<file path="src/rtl/addr_mode_seq_pkg.sv">
// Shared definitions for the effective-address sequencer:
//   - AM_* addressing-mode codes as driven by the decode FSM
//   - ams_state_t state encoding of the sequencer
//   - small helpers for mode classification
package addr_mode_seq_pkg;

  localparam int AMS_DATA_W = 8;

  localparam logic [2:0] AM_IMM  = 3'd0;
  localparam logic [2:0] AM_ZP   = 3'd1;
  localparam logic [2:0] AM_ZPI  = 3'd2;
  localparam logic [2:0] AM_ABS  = 3'd3;
  localparam logic [2:0] AM_ABSI = 3'd4;
  localparam logic [2:0] AM_INDX = 3'd5;
  localparam logic [2:0] AM_INDY = 3'd6;

  typedef enum logic [2:0] {
    AMS_IDLE  = 3'd0,
    AMS_OPLO  = 3'd1,
    AMS_OPHI  = 3'd2,
    AMS_PTRLO = 3'd3,
    AMS_PTRHI = 3'd4,
    AMS_FIX   = 3'd5,
    AMS_DONE  = 3'd6
  } ams_state_t;

  // Unassigned mode codes complete like immediate mode.
  function automatic logic ams_is_imm(input logic [2:0] mode);
    return (mode == AM_IMM) || (mode == 3'd7);
  endfunction

  function automatic logic [1:0] ams_pc_adv(input logic [2:0] mode);
    return ((mode == AM_ABS) || (mode == AM_ABSI)) ? 2'd2 : 2'd1;
  endfunction

endpackage

</file>
<file path="src/rtl/addr_mode_seq_page_add.sv">
// Index adder for the effective-address sequencer: adds an index to a
// low address byte and reports the carry into the high byte.
// Ports:
//   i_a      base low byte
//   i_b      index value
//   o_sum    low byte of the sum
//   o_carry  carry out of the low byte (page crossing)
module addr_mode_seq_page_add #(
  parameter int DATA_W = 8
) (
  input  logic [DATA_W-1:0] i_a,
  input  logic [DATA_W-1:0] i_b,
  output logic [DATA_W-1:0] o_sum,
  output logic              o_carry
);

  assign {o_carry, o_sum} = {1'b0, i_a} + {1'b0, i_b};

endmodule

</file>
<file path="src/rtl/addr_mode_seq.sv">
// Effective-address sequencer. Walks the operand and pointer reads of the
// indexed/indirect addressing modes on the memory bus and returns the final
// effective address, with 6502 page-cross fix-up timing and zero-page wrap.
// Optional feature macro: AMS_DUMMY_READ_EN -- when defined, the fix-up
// cycle performs a read at {uncorrected high byte, low sum} like the 6510;
// when undefined, the fix-up cycle holds the bus address with rd low.
// Ports:
//   i_clk         clock, rising edge
//   i_reset       asynchronous, active-low reset
//   i_start       request, sampled only while idle
//   i_mode        addressing mode (AM_* codes)
//   i_idx         index register value, stable while busy
//   i_is_store    write access: indexed-abs/INDY always take the fix-up cycle
//   i_pc          address of the first operand byte, stable while busy
//   i_di          read data for the address presented on o_ab
//   o_ab          registered bus address
//   o_rd          o_ab carries a real read
//   o_busy        sequencer owns the bus (through the done cycle)
//   o_done        one-cycle completion pulse
//   o_ea          effective address, held until the next completion
//   o_page_cross  index add carried into the high byte
//   o_pc_adv      operand bytes consumed (1 or 2)
module addr_mode_seq
  import addr_mode_seq_pkg::*;
#(
  parameter int                DATA_W  = AMS_DATA_W,
  parameter logic [DATA_W-1:0] ZP_PAGE = '0
) (
  input  logic                  i_clk,
  input  logic                  i_reset,
  input  logic                  i_start,
  input  logic [2:0]            i_mode,
  input  logic [DATA_W-1:0]     i_idx,
  input  logic                  i_is_store,
  input  logic [2*DATA_W-1:0]   i_pc,
  input  logic [DATA_W-1:0]     i_di,
  output logic [2*DATA_W-1:0]   o_ab,
  output logic                  o_rd,
  output logic                  o_busy,
  output logic                  o_done,
  output logic [2*DATA_W-1:0]   o_ea,
  output logic                  o_page_cross,
  output logic [1:0]            o_pc_adv
);

  localparam int                ADDR_W   = 2 * DATA_W;
  localparam logic [ADDR_W-1:0] ADDR_ONE = {{(ADDR_W-1){1'b0}}, 1'b1};
  localparam logic [DATA_W-1:0] DATA_ONE = {{(DATA_W-1){1'b0}}, 1'b1};

  ams_state_t          r_state, w_state_nx;
  logic [ADDR_W-1:0]   r_ab, w_ab_nx;
  logic                r_rd, w_rd_nx;
  logic [ADDR_W-1:0]   r_ea, r_tmp_ea, w_res_ea;
  logic                r_page_cross, r_tmp_pcross, w_res_pcross;
  logic [1:0]          r_pc_adv, w_res_adv;
  logic                w_res_ld, w_tmp_ld;
  logic [DATA_W-1:0]   r_lo;
  logic [2:0]          r_mode;
  logic                r_store;
  logic [DATA_W-1:0]   w_add_a, w_sum, w_hi;
  logic                w_carry;

  // In OPLO the operand byte is still on di; later adds use the captured byte.
  assign w_add_a = (r_state == AMS_OPLO) ? i_di : r_lo;

  addr_mode_seq_page_add #(.DATA_W(DATA_W)) u_page_add (
    .i_a     (w_add_a),
    .i_b     (i_idx),
    .o_sum   (w_sum),
    .o_carry (w_carry)
  );

  // High byte corrected by the index carry, wrapping within DATA_W bits.
  assign w_hi = i_di + (w_carry ? DATA_ONE : '0);

  always_comb begin
    w_state_nx   = r_state;
    w_ab_nx      = r_ab;
    w_rd_nx      = 1'b0;
    w_res_ld     = 1'b0;
    w_res_ea     = r_tmp_ea;
    w_res_pcross = r_tmp_pcross;
    w_res_adv    = ams_pc_adv(r_mode);
    w_tmp_ld     = 1'b0;
    case (r_state)
      AMS_IDLE: begin
        if (i_start) begin
          w_ab_nx = i_pc;
          if (ams_is_imm(i_mode)) begin
            w_state_nx   = AMS_DONE;
            w_res_ld     = 1'b1;
            w_res_ea     = i_pc;
            w_res_pcross = 1'b0;
            w_res_adv    = 2'd1;
          end else begin
            w_state_nx = AMS_OPLO;
            w_rd_nx    = 1'b1;
          end
        end
      end
      AMS_OPLO: begin
        w_res_pcross = 1'b0;
        case (r_mode)
          AM_ZP: begin
            w_state_nx = AMS_DONE;
            w_res_ld   = 1'b1;
            w_res_ea   = {ZP_PAGE, i_di};
          end
          // Zero-page indexed never leaves the zero page: carry dropped.
          AM_ZPI: begin
            w_state_nx = AMS_DONE;
            w_res_ld   = 1'b1;
            w_res_ea   = {ZP_PAGE, w_sum};
          end
          AM_ABS, AM_ABSI: begin
            w_state_nx = AMS_OPHI;
            w_ab_nx    = i_pc + ADDR_ONE;
            w_rd_nx    = 1'b1;
          end
          AM_INDX: begin
            w_state_nx = AMS_PTRLO;
            w_ab_nx    = {ZP_PAGE, w_sum};
            w_rd_nx    = 1'b1;
          end
          AM_INDY: begin
            w_state_nx = AMS_PTRLO;
            w_ab_nx    = {ZP_PAGE, i_di};
            w_rd_nx    = 1'b1;
          end
          default: begin
            w_state_nx = AMS_DONE;
            w_res_ld   = 1'b1;
            w_res_ea   = i_pc;
          end
        endcase
      end
      // Pointer high byte comes from the next zero-page location, wrapping.
      AMS_PTRLO: begin
        w_state_nx = AMS_PTRHI;
        w_ab_nx    = {ZP_PAGE, r_ab[DATA_W-1:0] + DATA_ONE};
        w_rd_nx    = 1'b1;
      end
      AMS_OPHI, AMS_PTRHI: begin
        if ((r_mode == AM_ABSI) || (r_mode == AM_INDY)) begin
          w_res_ea     = {w_hi, w_sum};
          w_res_pcross = w_carry;
          if (w_carry || r_store) begin
            w_state_nx = AMS_FIX;
            w_tmp_ld   = 1'b1;
`ifdef AMS_DUMMY_READ_EN
            w_ab_nx    = {i_di, w_sum};
            w_rd_nx    = 1'b1;
`endif
          end else begin
            w_state_nx = AMS_DONE;
            w_res_ld   = 1'b1;
          end
        end else begin
          w_state_nx   = AMS_DONE;
          w_res_ld     = 1'b1;
          w_res_ea     = {i_di, r_lo};
          w_res_pcross = 1'b0;
        end
      end
      AMS_FIX: begin
        w_state_nx = AMS_DONE;
        w_res_ld   = 1'b1;
      end
      AMS_DONE: w_state_nx = AMS_IDLE;
      default:  w_state_nx = AMS_IDLE;
    endcase
  end

  always_ff @(posedge i_clk or negedge i_reset) begin
    if (!i_reset) begin
      r_state <= AMS_IDLE;
    end else begin
      r_state <= w_state_nx;
    end
  end

  always_ff @(posedge i_clk or negedge i_reset) begin
    if (!i_reset) begin
      r_ab         <= '0;
      r_rd         <= 1'b0;
      r_ea         <= '0;
      r_page_cross <= 1'b0;
      r_pc_adv     <= 2'd0;
    end else begin
      r_ab <= w_ab_nx;
      r_rd <= w_rd_nx;
      if (w_res_ld) begin
        r_ea         <= w_res_ea;
        r_page_cross <= w_res_pcross;
        r_pc_adv     <= w_res_adv;
      end
    end
  end

  // Working registers: only meaningful inside a sequence, so no reset.
  always_ff @(posedge i_clk) begin
    if ((r_state == AMS_OPLO) || (r_state == AMS_PTRLO)) begin
      r_lo <= i_di;
    end
    if ((r_state == AMS_IDLE) && i_start) begin
      r_mode  <= i_mode;
      r_store <= i_is_store;
    end
    if (w_tmp_ld) begin
      r_tmp_ea     <= w_res_ea;
      r_tmp_pcross <= w_res_pcross;
    end
  end

  assign o_ab         = r_ab;
  assign o_rd         = r_rd;
  assign o_busy       = (r_state != AMS_IDLE);
  assign o_done       = (r_state == AMS_DONE);
  assign o_ea         = r_ea;
  assign o_page_cross = r_page_cross;
  assign o_pc_adv     = r_pc_adv;

endmodule

</file>
<file path="config.mk">
export PLATFORM = sky130hd
export DESIGN_NAME = addr_mode_seq
export DESIGN_NICKNAME = d
export VERILOG_FILES = /design/src/rtl/addr_mode_seq_pkg.sv /design/src/rtl/addr_mode_seq_page_add.sv /design/src/rtl/addr_mode_seq.sv
export SDC_FILE = /design/constraint.sdc
export NUM_CORES = 1
export LEC_CHECK = 0
export ABC_AREA = 0
export ABC_CLOCK_PERIOD_IN_PS = 5900
export CORE_MARGIN = 8
export CORE_UTILIZATION = 55
export DETAILED_ROUTE_END_ITERATION = 12
export PLACE_DENSITY = 0.86
export REMOVE_ABC_BUFFERS = 1
export SYNTH_ARGS = -nofsm -noshare
export SYNTH_HDL_FRONTEND = slang
export SYNTH_SLANG_ARGS = --single-unit
</file>
<file path="constraint.sdc">
create_clock -name i_clk -period 5.9 [get_ports i_clk]
set_input_delay 0.885 -clock i_clk [delete_from_list [all_inputs] [get_ports i_clk]]
set_output_delay 0.885 -clock i_clk [all_outputs]
set_load 0.02 [all_outputs]
</file>
==> metrics.md <==
| Metric | Value |
|---|---|
| CTS Buffer Depth | 2 |
| Leading area contributor after synthesis | dfrtp_1 |
| Largest net degree at the start of global routing | 40 |
| CP cell instances | or3b_1, o21ai_0, ha_1, a2111o_1, a31oi_1, o21bai_1, ha_1, ha_1, nand3b_1, xor2_1, nor2_1, a221o_1, mux2_4 |
| Initial Utilization | 56.5% |
| Fillers | 716 |
| CP arrival | 4.71 ns |
| CP Data Required Time | 6.14 ns |
| Type of the worst setup path | reg -> reg |
| Synth warn | 0 |
| Slowest stage delay, CP | 0.69 ns |
| Worst Skew | 0.0138 ns |
| Post-synth EDFFs | 29 |
| Crit path launch type | flip-flop |
| Rows | 34 |
| Worst-path clk slew | 0.08 ns |
| RSZ-0062 raised after global routing | no |
| # IOs | 77 |
| Placer congestion estimate | 0.909 |
| Post-cts resize count | 0 |
| Post-CTS Setup Inserts | 0 |
| H-tree lvl count | 3 |
| FF-to-FF Start | r_state[0] |
| Global-route wire length before repair | 24.4 mm |
| GR peak layer | met2 |
| Final Total Pwr | 2.77 mW |
| Final setup violation count | 0 |
| Main area contributors after synthesis | dfrtp_1, edfxtp_1, nand2_1 |
| Port Buffers | 76 |
| Gr ovfl total | 0 |
| Area post-placement | 5670 µm² |
| Area growth syn-to-layout | 19.1% |
| Hold crit path type | reg -> reg |
| Commonest cells after routing, fill and taps aside | clkdlybuf4s50_1, nand2_1, dfrtp_1, o21ai_0, a21oi_1 |
| Peak VDD IR | 0.000315 V |
| ANT nets after route | 0 |
| Normalized max-slew margin | 30.8% |
| Number of global-route vias before repair | 4470 |
| CTS Hold Bufs | 0 |
| Sequential-to-total area share from yosys stat | 37.7% |
| Synth top area share | 19.9% |
| Leakage | 2.23 nW |
| Mapped cell area | 4900 µm² |
| Clock Latency Late Sink | 0.35 ns |
| Max_cap viols | 0 |
| Hold Startpoint | o_page_cross |
| Min Tclk post-route | 4.47 ns |
| CTS tree | done |
| Status | finished, final reports clean |
| Reg2Reg Depth | 13 |
| Top_reg_cell synth | dfrtp_1 |
| Fmax | 224 MHz |
| Num CTS Buffers | 9 |
| Core footprint | 8680 µm² |
| Post-layout util | 67.2% |
| Fin area | 5830 µm² |
| Clock sinks | 68 |
| Seq cells post-synth | 68 |
| Fin crit share | 75.7% |
| Cell variety after synth | 76 |
| Die Span Y | 110 µm |
| Final setup TNS | 0 ns |
| Routed Wire Length | 15.9 mm |
| Setup ws final | 1.43 ns |
| Post-DP HPWL | 11.9 mm |
| DR vias/cell | 6.73 |
| Synth Instances | 532 |
| Count of nets after finishing | 641 |
| Antenna violations before repair | 0 |
| Drt pass-1 iters | 5 |
| DR DRC count | 0 |
| CP Capture Type | flip-flop |
| Worst Path Max Fanout | 19 |
| Worst-Margin Slew | 1.03 ns |
| Via Count | 4715 |
| Crit. Startpoint | r_state[0] |
| Ys async rst share | 57.4% |
| Crit path top cell by count | ha_1 |
| Met1 Use GR | 36.1% |
| Syn_area_per_cell | 9.21 µm² |
| Slowest CP cell | dfrtp_1 |
| 1st-iter DRT viols | 399 |
| Placement Setup Slack | 1.38 ns |
| Share of cells above drive strength 1 | 8.43% |
| Wire per inst | 22.8 µm |
| GR Util met3 | 5.35% |
| Slew Viols, Final | 0 |
| Hold depth | 1 |
| Global Route met2 Usage | 39.5% |
| N_diodes | 0 |
| Fin. Hold Viols | 0 |
| Cell Pwr Density | 475 nW/µm² |
| GRT Total Usage | 26.3% |
| Most common cell after layout, fill and taps aside | clkdlybuf4s50_1 |
| Root Driver | clkbuf_8 |
| Die footprint | 12200 µm² |
| Die X | 110 µm |
-- worst paths after layout --
check	slack (ns)	end
worst max-delay path	1.43	o_ea[10]
worst min-delay path	0.49	o_page_cross
worst max register to register	1.43	o_ea[10]
worst min register to register	0.49	o_page_cross
max in group asynchronous	4.66	o_ab[11]
min in group asynchronous	0.66	o_ea[0]
-- kinds of logic after synthesis --
family / Yosys count / synth area share (%)
xor gates and xnor gates: 22 / 3.93
DFF: 68 / 37.7
buffers and inverters: 53 / 4.85
adders and majority gates: 13 / 3.47
AOI/OAI and AO/OA: 169 / 23.9
and+or+nand+nor: 184 / 20.7
muxes: 23 / 5.39
-- critical path: cells and delay by family (launching register included) --
family,cells,cell delay [ns]
AO/OA/AOI/OAI,5,1.52
XOR/XNOR,1,0.18
adder cells (fa/ha/maj),3,0.86
flip-flops,1,0.69
multiplexers,1,0.26
AND/OR/NAND/NOR,3,0.84
-- sequential cells by signal, indices dropped and copies added, names as in the netlist --
signal and cells:
o_ab 16, o_ea 16, o_page_cross 1, o_pc_adv 2, o_rd 1, r_lo 8, r_mode 3, r_state 3
r_store 1, r_tmp_ea 16, r_tmp_pcross 1
-- metal layers --
layer | up-vias | part of all wire, % | routed length, µm
met5 | - | 0 | 0
met4 | 0 | 3.2 | 514
met3 | 41 | 8.3 | 1320
met2 | 248 | 46 | 7260
met1 | 2293 | 43 | 6850
li1 | 2133 | - | -
-- through the flow --
stage,instances,hold slack (ns)
floorplan,495,0.537
global placement,686,0.471
detailed placement,686,0.478
CTS,701,0.501
global route,701,0.511
finish,701,0.494
-- power breakdown --
group / switching (mW) / internal [mW]
combinational: 0.906 / 0.698
sequential: 0.117 / 0.702
clock: 0.197 / 0.151
-- cells in the mapped netlist (all sizes together) (6+ instances only) --
library cell and n:
nand2 51, dfrtp 39, o21ai 35, a21oi 30
edfxtp 29, nor2 25, buf 20, mux2 18
clkbuf 17, nand3 17, inv 16, nor3 16
ha 12, xor2 12, a31oi 11, xnor2 10
a211oi 9, and3 9, nand2b 9, nand4 9
nor3b 9, o31ai 9, nor2b 8, o221ai 8
a22oi 7, o2111ai 6, o21a 6, or2 6
-- cell type report --
cell class / instances / area [µm²] / area share [%]
repair buffers: 83 / 808 / 13.9
well taps: 108 / 135 / 2.32
clock buffers: 9 / 124 / 2.12
multi-input cells: 411 / 2820 / 48.3
inverters: 16 / 60.1 / 1.03
clock inverters: 6 / 40.0 / 0.686
flip-flops and latches: 68 / 1850 / 31.7
Note: power is estimated with default switching activity, not from simulation.
